===== config.mk =====
export PLATFORM = sky130hd
export DESIGN_NAME = io_uart_tx
export DESIGN_NICKNAME = d
export VERILOG_FILES = /design/src/rtl/io_uart_pkg.sv /design/src/rtl/io_uart_baud_tick.sv /design/src/rtl/io_uart_tx.sv
export SDC_FILE = /design/constraint.sdc
export NUM_CORES = 1
export LEC_CHECK = 0
export ABC_AREA = 1
export CORE_UTILIZATION = 51
export CTS_CLUSTER_SIZE = 12
export DETAILED_ROUTE_END_ITERATION = 8
export PLACE_DENSITY = 0.88
export SLEW_MARGIN = 20
export SYNTH_ARGS = -nofsm -noshare
export SYNTH_HDL_FRONTEND = slang
export SYNTH_SLANG_ARGS = --single-unit

===== constraint.sdc =====
create_clock -name clk -period 2.5 [get_ports clk]
set_clock_uncertainty 0.15 [all_clocks]
set_input_delay 0.25 -clock clk [delete_from_list [all_inputs] [get_ports clk]]
set_output_delay 0.25 -clock clk [all_outputs]
set_load 0.01 [all_outputs]

===== src/rtl/io_uart_pkg.sv =====
// ============================================================================
// Module      : io_uart_pkg
// Description : Shared FSM state encoding and line-level constants for the
//               io_uart transmitter.
// Revision    : 1.0 - initial release
// ============================================================================
`default_nettype none

package io_uart_pkg;

  typedef enum logic [2:0] {
    ST_IDLE   = 3'd0,
    ST_START  = 3'd1,
    ST_DATA   = 3'd2,
    ST_PARITY = 3'd3,
    ST_STOP   = 3'd4
  } uart_state_t;

  localparam logic IDLE_LINE_LEVEL  = 1'b1;
  localparam logic START_LINE_LEVEL = 1'b0;

endpackage

`default_nettype wire


===== src/rtl/io_uart_baud_tick.sv =====
// ============================================================================
// Module      : io_uart_baud_tick
// Description : 16-bit baud counter; one-cycle tick on the last cycle of a bit,
//               restarted from zero while clear is high.
// Revision    : 1.0 - initial release
// ============================================================================
`default_nettype none

module io_uart_baud_tick #(
  parameter int CLKS_PER_BIT = 868
) (
  input  logic clk,
  input  logic reset,
  input  logic clear,
  output logic tick
);

  localparam logic [15:0] LAST_COUNT = 16'(CLKS_PER_BIT - 1);

  logic [15:0] count;

  assign tick = (count == LAST_COUNT) && !clear;

  always_ff @(posedge clk) begin
    if (!reset || clear || tick) begin
      count <= '0;
    end else begin
      count <= count + 16'd1;
    end
  end

endmodule

`default_nettype wire


===== src/rtl/io_uart_tx.sv =====
// ============================================================================
// Module      : io_uart_tx
// Description : UART transmitter draining a core output buffer, 8N1/8N2 framing.
//               Optional even parity bit when IO_UART_TX_PARITY_EN is defined.
// Revision    : 1.0 - initial release
// ============================================================================
`default_nettype none

module io_uart_tx
  import io_uart_pkg::*;
#(
  parameter int CLKS_PER_BIT = 868,
  parameter int STOP_BITS    = 1
) (
  input  logic        clk,
  input  logic        reset,
  input  logic        tx_enable,
  input  logic [31:0] io_buffer_size_avai,
  input  logic [7:0]  io_output_data,
  output logic        io_output_en,
  output logic        uart_txd,
  output logic        busy
);

  localparam logic STOP_LAST = (STOP_BITS == 2) ? 1'b1 : 1'b0;

  uart_state_t state, state_next;
  logic [7:0]  shreg, shreg_next;
  logic [2:0]  bit_idx, bit_idx_next;
  logic        stop_cnt, stop_cnt_next;
  logic        pop;
  logic        tick;
  logic        baud_clear;

  // Holding the counter cleared in IDLE aligns the first START cycle to count 0
  assign baud_clear = (state == ST_IDLE);

  io_uart_baud_tick #(
    .CLKS_PER_BIT(CLKS_PER_BIT)
  ) u_baud_tick (
    .clk  (clk),
    .reset(reset),
    .clear(baud_clear),
    .tick (tick)
  );

  always_comb begin
    state_next    = state;
    shreg_next    = shreg;
    bit_idx_next  = bit_idx;
    stop_cnt_next = stop_cnt;
    pop           = 1'b0;
    uart_txd      = IDLE_LINE_LEVEL;
    unique case (state)
      ST_IDLE: begin
        if (tx_enable && (io_buffer_size_avai != 32'd0)) begin
          pop        = 1'b1;
          shreg_next = io_output_data;
          state_next = ST_START;
        end
      end
      ST_START: begin
        uart_txd = START_LINE_LEVEL;
        if (tick) state_next = ST_DATA;
      end
      ST_DATA: begin
        uart_txd = shreg[bit_idx];
        if (tick) begin
          bit_idx_next = bit_idx + 3'd1;
          if (bit_idx == 3'd7) begin
`ifdef IO_UART_TX_PARITY_EN
            state_next = ST_PARITY;
`else
            state_next = ST_STOP;
`endif
          end
        end
      end
`ifdef IO_UART_TX_PARITY_EN
      ST_PARITY: begin
        uart_txd = ^shreg;
        if (tick) state_next = ST_STOP;
      end
`endif
      ST_STOP: begin
        uart_txd = IDLE_LINE_LEVEL;
        if (tick) begin
          if (stop_cnt == STOP_LAST) begin
            stop_cnt_next = 1'b0;
            state_next    = ST_IDLE;
          end else begin
            stop_cnt_next = stop_cnt + 1'b1;
          end
        end
      end
      default: state_next = ST_IDLE;
    endcase
  end

  // A pop may not fire in a cycle where reset is being applied
  assign io_output_en = pop && reset;
  assign busy         = (state != ST_IDLE);

  always_ff @(posedge clk) begin
    if (!reset) begin
      state    <= ST_IDLE;
      shreg    <= '0;
      bit_idx  <= '0;
      stop_cnt <= 1'b0;
    end else begin
      state    <= state_next;
      shreg    <= shreg_next;
      bit_idx  <= bit_idx_next;
      stop_cnt <= stop_cnt_next;
    end
  end

endmodule

`default_nettype wire


# After elaboration in Yosys (flattened, before gate mapping)
# Index checks and enable logic that the tools add are counted.
[word_totals]
regBits = 31
word_cells = 47
output_inout_bits = 3
[classes]
muxes = 13
addsub = 3
eq_ne = 11
reduce_logical = 14
order_cmp = 1
[op_table]
columns = ["operator", "n"]
rows = [
  ["$reduce_bool A32 Y1", 1],
  ["$mux W3", 6],
  ["$add A16 B1 Y16 const B", 1],
  ["$eq A16 B10 Y1 const B", 1],
  ["$pmux W3 S4", 1],
  ["$eq A3 B3 Y1 const B", 2],
  ["$ne A2 B1 Y1 const B", 3],
  ["$ne A2 B2 Y1 const B", 3],
  ["$reduce_and A2 Y1", 3],
  ["$reduce_and A6 Y1", 1],
  ["$lt A3 B4 Y1 const B", 1],
  ["$mux W1", 4],
  ["$add A3 B1 Y3 const B", 1],
  ["$bmux W1 S3", 1],
  ["$eq A3 B1 Y1 const B", 1],
  ["$eq A3 B2 Y1 const B", 1],
  ["$logic_and A1 B1 Y1", 3],
  ["$logic_not A3 Y1", 1],
  ["$reduce_bool A3 Y1", 1],
  ["$logic_not A1 Y1", 2],
  ["$logic_or A1 B1 Y1", 2],
  ["$pmux W1 S2", 1],
  ["$add A1 B1 Y1 const B", 1],
]

# Longest topological paths before layout
# Gate-level depths: netlist (run 1).
[depth]
ltp_word = 5
ltp_mapped = 9

# By module
# Synthesis (run 1) repeated with hierarchy kept, for this count alone.
[hier_totals]
hier_cells = 256
hier_area_um2 = 1722.9
[by_module_without_submodules]
columns = ["module", "seq_area_each_um2", "n_inst", "cells_per_inst", "area_per_inst_um2"]
rows = [
  ["io_uart_tx", 280.3, 1, 131, 899.6],
  ["io_uart_baud_tick", 320.3, 1, 125, 823.3],
]

# Worst setup path before layout (run 1)
# No wires, ideal clock.
[synth_timing]
kind = "reg-to-output"
start = "reg state[1]"
end = "out io_output_en"
path_buffers = 1
path_slack_ns = 0.924
arrival_ns = 1.176
t_required_ns = 2.100
stages_incl_launch_ff = 7
path_cell_list = "dfxtp_1 inv_1 nand3_4 inv_1 nand3_2 buf_6 nor2_1"
[synth_via]
elab_chain_cells = 3
[synth_rtl]
columns = ["item", "line", "text"]
rows = [
  ["start, declared", "io_uart_tx.sv:27", "uart_state_t state, state_next;"],
  ["start signal, assigned", "io_uart_tx.sv:111", "state <= state_next;"],
  ["$logic_not A3 Y1", "io_uart_tx.sv:54", "unique case (state)"],
  ["$mux W1", "io_uart_tx.sv:54", ""],
  ["$logic_and A1 B1 Y1", "io_uart_tx.sv:101", "assign io_output_en = pop && reset;"],
  ["end, declared", "io_uart_tx.sv:20", "output logic io_output_en,"],
]
# Every way passes these cells.

# Worst setup path after layout (run 1)
[layout_timing]
start = "reg bit_idx[0]"
end = "out uart_txd"
[layout_via]
elab_chain_cells = 3
[layout_rtl]
columns = ["item", "line", "text"]
rows = [
  ["start, declared", "io_uart_tx.sv:29", "logic [2:0] bit_idx, bit_idx_next;"],
  ["start signal, assigned", "io_uart_tx.sv:113", "bit_idx <= bit_idx_next;"],
  ["$bmux W1 S3", "io_uart_tx.sv:67", "uart_txd = shreg[bit_idx];"],
  ["$mux W1 (not written as such)", "io_uart_tx.sv:67", ""],
  ["$pmux W1 S2", "io_uart_tx.sv:54", ""],
  ["end, declared", "io_uart_tx.sv:21", "output logic uart_txd,"],
]
# Every way passes these cells. The select of a mux whose other input is x is not followed.

==> results of run 1 <==
## sequential cells by signal (all words and copies together) (netlist names)
register / cells
bit_idx: 3
u_baud_tick.count: 16
shreg: 8
state: 3
## area by class of cell
| type | count | area [sq um] | area share [%] |
|---|---|---|---|
| clock buffers | 6 | 51.3 | 2.29 |
| inverters | 27 | 101 | 4.53 |
| multi-input cells | 179 | 962 | 43.0 |
| flip-flops and latches | 30 | 601 | 26.9 |
| well taps | 44 | 55.1 | 2.46 |
| repair buffers | 47 | 465 | 20.8 |
## routing by layer
layer  up-vias  wire length (um)
met4         0                38
met1       729              1450
li1        880                 -
met2        50              1690
met5         -                 0
met3         6               200
## worst max-delay path: stages (launching register included)
cell and delay, ns:
dfxtp_1 0.42, inv_1 0.13, a21oi_1 0.14, o21ai_0 0.09
nand3_1 0.08, nand3_1 0.08, nand2_1 0.07, clkdlybuf4s50_1 0.56
## Yosys cell counts, drive strengths merged
cell     n
nand2   44
clkbuf   1
nand4    9
clkinv   1
dfxtp   30
xnor2    1
buf      1
nor3     5
a211oi   2
o21a     1
xor2     2
a21oi   21
nand3   20
or2      1
ha       3
o22ai    1
nor2    56
o21ai   13
inv     26
## kinds of logic after synthesis
logic type | synth area share [%]
AOI/OAI and AO/OA | 12.5
xor gates and xnor gates | 1.57
adders and majority gates | 2.24
buffers and inverters | 6.93
DFF | 35.8
and+or+nand+nor | 41.0
## placed cells by master, fill, tap and decap left out, types with 5 or more instances in the layout
master,instances
nand2_2,8
inv_2,5
o21ai_0,12
clkbuf_4,5
dfxtp_1,30
nand4_1,7
nor2_1,50
a21oi_1,20
inv_1,21
clkdlybuf4s50_1,45
nand3_1,14
nand2_1,36
## path summary, 6_finish.rpt
check                           depth (start not counted)                     to  slack, ns            startpoint
worst max register to register                          8  u_baud_tick.count[14]       0.84  u_baud_tick.count[0]
worst min register to register                          1   u_baud_tick.count[0]       0.30  u_baud_tick.count[0]
worst max-delay path                                    7               uart_txd       0.22            bit_idx[0]
worst min-delay path                                    1   u_baud_tick.count[0]       0.30  u_baud_tick.count[0]
## power by group through the flow
stage,Sequential (uW),Clock (uW),Combinational [uW]
final,566,273,529
after global routing,574,309,583
after CTS,566,285,532
after detailed placement,577,0,529
after global placement,575,0,519
after floorplan,571,0,353
## through the flow
step           power (uW)  std cells
2_1_floorplan         924        238
3_3_place_gp         1090        327
6_report             1370        333
3_5_place_dp         1110        327
4_1_cts              1380        333
5_1_grt              1470        333
==> flow_metrics.tcl, run 1 <==
set metrics [dict create \
    fin_area_sq_um 2240 \
    placed_area_sq_um 2180 \
    grt_util_all_layers_pct 22.1 \
    relSlewSlack_pct 82.2 \
    clk_pin_slew_ns 0.08 \
    internal_power_uw 898 \
    tritoncts "yes" \
    initial_core_util_pct 54.6 \
    syn_avg_cell_area_sq_um 7.06 \
    vias 1665 \
    finalCritPeriodShare_pct 91.2 \
    areaGrowthSynthToFinish_pct 33.2 \
    drive_gt1_share_pct 13.5 \
    h-tree-depth 2 \
    postLayoutCoreUtil_pct 72.6 \
    cts_buffer_depth 2 \
    switching_power_uw 470 \
    syn-cell-area_sq_um 1680 \
    drtIter0Drc 70 \
    worstSkewPairLatency_ns 0.32 \
    gp_congestion 0.843 \
    vdd_drop_max_mv 0.608 \
    grt_overflow 0 \
    grt_start_max_net_pins 14 \
    drt-wirelength-per-cell_um 10.1 \
    p_comb_share_pct 38.7 \
    fp.dieArea_sq_um 3530 \
    dp_hpwl_um 2760 \
    post_cts_buffers 0 \
    n_antenna_cell 0 \
    io_buffers 45 \
    period_needed_ns 2.28 \
    drc_errors 0 \
    swShare_pct 34.4 \
    first_pass_iters 4 \
    hold_slack_ns 0.304 \
    wl_um 3370 \
    num_rows 20 \
    nets 336 \
    pin_count 46 \
    slew_violations 0 \
    setup_ws_ns 0.219 \
    cts_resized 0 \
    synth_cells 238 \
    viasPerCell 5.00 \
    critPathCaptureType "output pin" \
    setup_violations 0 \
    p_per_area_nw_per_um2 612 \
    fp.coreArea_sq_um 3080 \
    synth_nets 284 \
    grt_busiest_layer "met2" \
    cp.required_ns 2.10 \
    met1_usage_pct 23.0 \
    max-cap-violations 0 \
    fmax_mhz 438 \
    dieWidth_um 59.4 \
    hold_violations 0 \
    seq_power_share_pct 41.4 \
    drtAntennaViolNets 0 \
    synth_cell_types 29 \
    numClockSinks 30 \
    synthTopCellsByArea "dfxtp_1 36%, nor2_1 11%, nand2_1 8.0%" \
    yosysTopAreaCell "dfxtp_1" \
    ys_seq_area_share_pct 35.8 \
    leakage_uw 0.000833 \
    finalSetupTns_ns 0 \
    synth-seq-cells 30 \
    first_global_vias 1559 \
    synth_top_area_share_pct 35.8 \
    arrival_ns 1.88 \
    die_y_um 59.4 \
    cp-start-kind "flip-flop" \
    rsz0062_at_grt "no" \
    met3_usage_pct 7.42 \
    numCtsBuffers 5 \
    criticalPathCategory "reg -> out" \
    antenna_found_initial 0 \
    crit_path_max_fanout 6 \
    cts_root_buf "clkbuf_4" \
    grt_pass1_wl_um 5840 \
    worst_slew_pin_slew_ns 0.266 \
    fill_cells 261 \
    hp-class "reg -> reg" \
    clockPowerShare_pct 20.0 \
    yosys_warnings 0 \
    dpl_worst_slack_ns 0.314 \
    grt_use_met2_pct 40.0 \
    outcome "finished, final reports clean" \
    cts_hold_buf 0 \
]
Power figures use the tool's default switching activity.
==> run 2: changes to the inputs <==
--- a/config.mk
+++ b/config.mk
@@ -10,6 +10,7 @@
 export CTS_CLUSTER_SIZE = 12
 export DETAILED_ROUTE_END_ITERATION = 8
 export PLACE_DENSITY = 0.88
+export SKIP_LAST_GASP = 1
 export SLEW_MARGIN = 20
 export SYNTH_ARGS = -nofsm -noshare
 export SYNTH_HDL_FRONTEND = slang
==> results of run 2 <==
Same layout as run 1: the final DEF is identical, and so are final timing and power.
